--- config.mk ---
export PLATFORM = sky130hd
export DESIGN_NAME = output_uart_tx
export DESIGN_NICKNAME = d
export VERILOG_FILES = /design/src/rtl/output_uart_tx_pkg.sv /design/src/rtl/output_uart_tx_byte.sv /design/src/rtl/output_uart_tx.sv
export SDC_FILE = /design/constraint.sdc
export NUM_CORES = 1
export LEC_CHECK = 0
export CORE_MARGIN = 2
export CORE_UTILIZATION = 25
export DETAILED_ROUTE_END_ITERATION = 16
export GPL_TIMING_DRIVEN = 0
export MAX_ROUTING_LAYER = met4
export PLACE_DENSITY = 0.36
export SLEW_MARGIN = 20
export SYNTH_ARGS = -nofsm -noshare
export SYNTH_HDL_FRONTEND = slang
export SYNTH_SLANG_ARGS = --single-unit
--- constraint.sdc ---
create_clock -name Clk -period 6.9 [get_ports Clk]
set_input_delay 1.035 -clock Clk [delete_from_list [all_inputs] [get_ports Clk]]
set_output_delay 1.035 -clock Clk [all_outputs]
set_load 0.1 [all_outputs]
--- src/rtl/output_uart_tx_pkg.sv ---
// Shared definitions for the CPU output-port UART: ASCII constants,
// serializer state encoding and nibble-to-hex conversion.
package output_uart_tx_pkg;

  localparam logic [7:0] ASCII_CR = 8'h0D;
  localparam logic [7:0] ASCII_LF = 8'h0A;
  localparam logic [7:0] ASCII_0  = 8'h30;
  localparam logic [7:0] ASCII_A  = 8'h41;

  typedef enum logic [1:0] {
    ST_IDLE  = 2'd0,
    ST_START = 2'd1,
    ST_DATA  = 2'd2,
    ST_STOP  = 2'd3
  } tx_state_t;

  function automatic logic [7:0] hex_ascii(input logic [3:0] n);
    if (n < 4'd10) return ASCII_0 + {4'h0, n};
    else           return ASCII_A + {4'h0, n} - 8'd10;
  endfunction

endpackage

--- src/rtl/output_uart_tx_byte.sv ---
// 8N1 byte serializer. Accepts a new byte on the Done cycle so consecutive
// characters leave the line with no idle gap between stop and start bits.
module uart_tx_byte
  import output_uart_tx_pkg::*;
#(
  parameter int Divisor = 138
) (
  input  logic       Clk,
  input  logic       Reset,
  input  logic       Start,
  input  logic [7:0] Data,
  output logic       Tx,
  output logic       Busy,
  output logic       Done
);

  localparam int CntW = (Divisor > 1) ? $clog2(Divisor) : 1;
  localparam logic [CntW-1:0] BaudLast = CntW'(Divisor - 1);

  tx_state_t       state, state_next;
  logic [CntW-1:0] baud_cnt, baud_next;
  logic [2:0]      bit_cnt, bit_next;
  logic [7:0]      shreg, shreg_next;
  logic            tx_next;
  logic            bit_end;

  assign bit_end = (baud_cnt == BaudLast);
  assign Busy    = (state != ST_IDLE);

  // NOTE: state registers use non-blocking assignments so every flop samples
  // the pre-edge values of its neighbours, independent of statement order.
  always_ff @(posedge Clk or posedge Reset) begin
    if (Reset) begin
      state    <= ST_IDLE;
      baud_cnt <= '0;
      bit_cnt  <= '0;
      shreg    <= '0;
      Tx       <= 1'b1;
    end else begin
      state    <= state_next;
      baud_cnt <= baud_next;
      bit_cnt  <= bit_next;
      shreg    <= shreg_next;
      Tx       <= tx_next;
    end
  end

  // NOTE: every output of this block gets a default first; a path that
  // leaves one unassigned would otherwise infer a latch.
  always_comb begin
    state_next = state;
    baud_next  = baud_cnt + 1'b1;
    bit_next   = bit_cnt;
    shreg_next = shreg;
    Done       = 1'b0;
    case (state)
      ST_IDLE: begin
        baud_next = '0;
        if (Start) begin
          state_next = ST_START;
          shreg_next = Data;
        end
      end
      ST_START: begin
        if (bit_end) begin
          state_next = ST_DATA;
          baud_next  = '0;
          bit_next   = '0;
        end
      end
      ST_DATA: begin
        if (bit_end) begin
          baud_next = '0;
          if (bit_cnt == 3'd7) begin
            state_next = ST_STOP;
          end else begin
            bit_next   = bit_cnt + 1'b1;
            shreg_next = {1'b0, shreg[7:1]};
          end
        end
      end
      ST_STOP: begin
        if (bit_end) begin
          Done      = 1'b1;
          baud_next = '0;
          bit_next  = '0;
          if (Start) begin
            state_next = ST_START;
            shreg_next = Data;
          end else begin
            state_next = ST_IDLE;
          end
        end
      end
      default: state_next = ST_IDLE;
    endcase

    // Tx is registered from the next state so the pin never glitches on decode.
    tx_next = 1'b1;
    if (state_next == ST_START)     tx_next = 1'b0;
    else if (state_next == ST_DATA) tx_next = shreg_next[0];
  end

endmodule

--- src/rtl/output_uart_tx.sv ---
// Sends each CPU output-register load as upper-case hex + CR LF over UART 8N1,
// with a one-deep hold buffer and a sticky overrun flag for dropped loads.
module output_uart_tx
  import output_uart_tx_pkg::*;
#(
  parameter int DataWidth = 16,
  parameter int ClkFreq   = 16_000_000,
  parameter int BaudRate  = 115200
) (
  input  logic                 Clk,
  input  logic                 Reset,
  input  logic                 Output_Ld,
  input  logic [DataWidth-1:0] OutReg,
  input  logic                 Overrun_Clr,
  output logic                 Tx,
  output logic                 Busy,
  output logic                 Overrun
);

  localparam int Divisor = ClkFreq / BaudRate;
  localparam int Digits  = DataWidth / 4;
  localparam int IdxW    = $clog2(Digits + 2);
  localparam logic [IdxW-1:0] LastIdx = IdxW'(Digits + 1);

  logic                 ld_s1, ld_s2, ld_s3;
  logic                 ev;
  logic [DataWidth-1:0] active, hold;
  logic                 hold_valid;
  logic [IdxW-1:0]      char_idx, idx_next;
  logic                 byte_start, byte_busy, byte_done;
  logic [7:0]           byte_data;
  logic                 msg_end;
  logic                 load_active, hold_load, hold_clear, drop;
  logic [DataWidth-1:0] new_active;

  function automatic logic [7:0] msg_char(input logic [DataWidth-1:0] val,
                                          input logic [IdxW-1:0]      idx);
    logic [DataWidth-1:0] sh;
    if (int'(idx) < Digits) begin
      sh = val >> (4 * (Digits - 1 - int'(idx)));
      return hex_ascii(sh[3:0]);
    end else if (int'(idx) == Digits) begin
      return ASCII_CR;
    end else begin
      return ASCII_LF;
    end
  endfunction

  // Load strobe crosses from the CPU clock; a rising edge of the synchronized
  // level is one event no matter how long Output_Ld stays high.
  always_ff @(posedge Clk or posedge Reset) begin
    if (Reset) begin
      ld_s1 <= 1'b0;
      ld_s2 <= 1'b0;
      ld_s3 <= 1'b0;
    end else begin
      ld_s1 <= Output_Ld;
      ld_s2 <= ld_s1;
      ld_s3 <= ld_s2;
    end
  end

  assign ev      = ld_s2 & ~ld_s3;
  assign msg_end = byte_done && (char_idx == LastIdx);
  assign Busy    = byte_busy;

  always_comb begin
    byte_start  = 1'b0;
    byte_data   = 8'h00;
    load_active = 1'b0;
    new_active  = OutReg;
    idx_next    = char_idx;
    hold_load   = 1'b0;
    hold_clear  = 1'b0;
    drop        = 1'b0;

    if (!byte_busy) begin
      load_active = ev;
    end else if (byte_done && !msg_end) begin
      idx_next   = char_idx + 1'b1;
      byte_start = 1'b1;
      byte_data  = msg_char(active, idx_next);
    end else if (msg_end) begin
      idx_next = '0;
      if (hold_valid) begin
        // Held message goes out next; a coincident load takes its place.
        load_active = 1'b1;
        new_active  = hold;
        hold_load   = ev;
        hold_clear  = !ev;
      end else begin
        load_active = ev;
      end
    end

    if (byte_busy && ev && !msg_end) begin
      if (hold_valid) drop      = 1'b1;
      else            hold_load = 1'b1;
    end

    if (load_active) begin
      idx_next   = '0;
      byte_start = 1'b1;
      byte_data  = msg_char(new_active, '0);
    end
  end

  // NOTE: the data registers are reset along with the control bits; they are
  // few flops, and a known value keeps the first message deterministic.
  always_ff @(posedge Clk or posedge Reset) begin
    if (Reset) begin
      active     <= '0;
      hold       <= '0;
      hold_valid <= 1'b0;
      char_idx   <= '0;
      Overrun    <= 1'b0;
    end else begin
      char_idx <= idx_next;
      if (load_active) active <= new_active;
      if (hold_load) begin
        hold       <= OutReg;
        hold_valid <= 1'b1;
      end else if (hold_clear) begin
        hold_valid <= 1'b0;
      end
      if (drop)             Overrun <= 1'b1;
      else if (Overrun_Clr) Overrun <= 1'b0;
    end
  end

  uart_tx_byte #(
    .Divisor (Divisor)
  ) u_byte (
    .Clk   (Clk),
    .Reset (Reset),
    .Start (byte_start),
    .Data  (byte_data),
    .Tx    (Tx),
    .Busy  (byte_busy),
    .Done  (byte_done)
  );

endmodule

==> run metrics <==
outcome=complete, no violations; synth unique cells=55; Final Max Tran Viols=0; TritonCTS buffer count=9; CTS tree=built; #FFs+latches synth=62; Post-CTS Resized=0; RD Place Congestion=0.782; Routed Antenna Nets=0; IO buf count=22; reg2reg path depth=10; EDFF count, synth=0; full die area=14500 um^2; Final Hold Violating Endpoints=0; htree depth=3; Lkg Pwr=1.67 nW; Worst R2R Setup Slack=4.04 ns; clk root buf=clkbuf_16; Seq. cell area=1550 um^2; clk buf depth=2; CP required=5.86 ns; grt ovf=0; setup TNS=0 ns; Hold Path Depth=0; Worst Hold Class=reg2reg; syn_nets=355; row count=42; Mapped Avg Cell Area=10.3 um^2; most frequent cells in the layout=61 x dfrtp_1, 36 x nor2_1, 29 x nand2_1, 23 x a21oi_1, 22 x clkdlybuf4s50_1; Critical Path Stages=2; share of layout cells above drive strength 1=0.115; vias in the first global route=2594; worst hold margin=0.347 ns; Hold Buf Count CTS=0; drt pass-1 iters=4; # setup viols final=0; Worst-Margin Slew=0.969 ns; min-delay src=ld_s1$_DFF_PP0_; initial antenna violation count=0; CP max-delay cell=clkdlybuf4s50_1; top cell family by delay on the critical path=buffers and inverters; highest clock rate=0.322 GHz; DRC violations left=0; main flop type after synthesis=dfrtp_1; crit end category=output port; area grow syn2layout=23.8%; final wirelength=8180 um; worst-path cell chain=or2_2 > clkdlybuf4s50_1; clock sinks=62; Vias per Instance=4.73; Syn Std Cell Area=3380 um^2; RR Endpoint=u_byte.shreg[2]$_DFFE_PP0P_; core area=13200 um^2; number of diodes=0; multi-input logic area=1710 um^2; Hold EP=ld_s2$_DFF_PP0_; routed length per placed instance=15.1 um; yosys warns=0; most common cell after layout, fill and taps aside=dfrtp_1; all-layer global routing usage=0.126; maximum number of pins on one net before global-route repair=41; clk slew on worst S/H paths=0.05 ns; VDD IR max=134 uV; Pwr Density=287 nW/um^2; filler cell count=1403; Rel. slew slack=0.352; Max-cap violations=0; part of the cycle the worst path needs=0.450; RSZ-0062 raised after global routing=false; DP Wirelength=5910 um; Worst Path Buf+Inv=1; CP peak stage delay=0.98 ns; post-layout minimum cycle time=3.10 ns; Final #Nets=389; Synth async-reset ratio=1.00; Crit. Startpoint=u_byte.state[1]$_DFF_PP0_; crit path DAT=2.07 ns; I/O pin total=23; WS Path Type=reg2out; Initial Util=0.255; first-pass GRT wire length=13600 um; later-pin clock latency in the skew report=0.34 ns; Post-CTS Setup Inserts=0; crit-path max FO=4; die height=120 um; DR vias=2565; R2R Path Start=u_byte.baud_cnt[1]$_DFF_PP0_; Mapped Cells=327; Critical Path Start Type=flip-flop; Die W=120 um; worst clock skew=0.00570 ns; drt initial violations=117; sequential element share of the synthesized area=0.459
per-stage QoR:
stage	instances	util	worst slack, ns	total power [W]	cell area (um^2)
3_5_place_dp	526	0.291	4.05	0.000703	3850
6_report	542	0.316	3.80	0.00120	4180
5_1_grt	542	0.316	3.75	0.00127	4180
4_1_cts	542	0.316	3.77	0.00122	4180
2_1_floorplan	327	-	4.33	0.000640	3380
3_3_place_gp	525	0.288	2.89	0.000699	3820
area by class of cell:
cell class | instances | share of cell area
Sequential cell | 62 | 0.371
Inverter | 7 | 0.00688
Clock inverter | 5 | 0.0194
Multi-Input combinational cell | 243 | 0.409
Tap cell | 176 | 0.0526
Buffer | 15 | 0.0215
Clock buffer | 11 | 0.0604
Timing Repair Buffer | 23 | 0.0592
metal layers:
layer  up-vias  global-route usage  share of wire
met5         -                   -              0
met4         0              0.0632          0.021
met3        16              0.0245          0.048
met2        53               0.174           0.42
met1      1242               0.175           0.51
li1       1254                   -              -
synth_stat cells, drive strengths merged, types with 2 or more instances:
library cell,count,area share
or2,2,0.0037
o31ai,2,0.0059
nor4,2,0.013
nand3,16,0.024
a32o,2,0.0059
nand2b,4,0.0074
ha,8,0.030
o21ai,18,0.027
o22ai,2,0.0037
and2,2,0.0037
and3,3,0.0056
mux4,4,0.027
xnor2,3,0.0078
mux2i,18,0.053
a31oi,3,0.0056
inv,7,0.0078
a22o,2,0.0052
a21o,5,0.011
a22oi,3,0.0067
clkbuf,4,0.0044
xor2,6,0.016
dfrtp,61,0.45
a21oi,23,0.034
a211oi,2,0.0044
nand2,29,0.032
nor3,3,0.0044
a21boi,4,0.012
nor2b,3,0.0056
buf,11,0.022
nand4,2,0.0037
mux2,17,0.057
nor2,37,0.043
a32oi,4,0.010
cells by family (layout without fill, tap and decap cells):
family	count (synthesis)	count (layout)	synth area share
compound gates	77	77	0.151
simple gates	110	110	0.165
fa+ha+maj	8	8	0.0296
xor+xnor	9	9	0.0233
flops	62	62	0.459
mux	39	39	0.137
buf+inv	22	61	0.0344
worst register-to-register path, stage by stage (launching register included):
cell	delay, ns
dfrtp_1	0.41
inv_1	0.07
ha_1	0.12
or3b_4	0.41
nor4_4	0.43
buf_4	0.28
mux2i_1	0.30
ha_1	0.24
nor4bb_1	0.28
nor3b_1	0.12
o21ai_1	0.13
power breakdown:
part,leakage (nW),internal [W],switching [W],total [W]
clock network,0.162,0.000336,0.000170,0.000506
logic,0.766,0.0000980,0.0000972,0.000195
registers,0.742,0.000442,0.0000586,0.000501
state kept, by name (all words and copies together) (netlist names):
register	count
char_idx	3
Overrun	1
u_byte.Tx	1
u_byte.bit_cnt	3
u_byte.state	2
u_byte.shreg	8
ld_s1	1
ld_s2	1
ld_s3	1
hold	16
active	16
hold_valid	1
u_byte.baud_cnt	8
worst max path at each step:
stage / endpoint / slack [ns]
floorplan: Overrun$_DFFE_PP0P_ / 4.33
global placement: u_byte.shreg[7]$_DFFE_PP0P_ / 2.89
detailed placement: u_byte.shreg[2]$_DFFE_PP0P_ / 4.05
CTS: Busy / 3.77
global route: Busy / 3.75
finish: Busy / 3.80
Note: power is estimated with default switching activity, not from simulation.
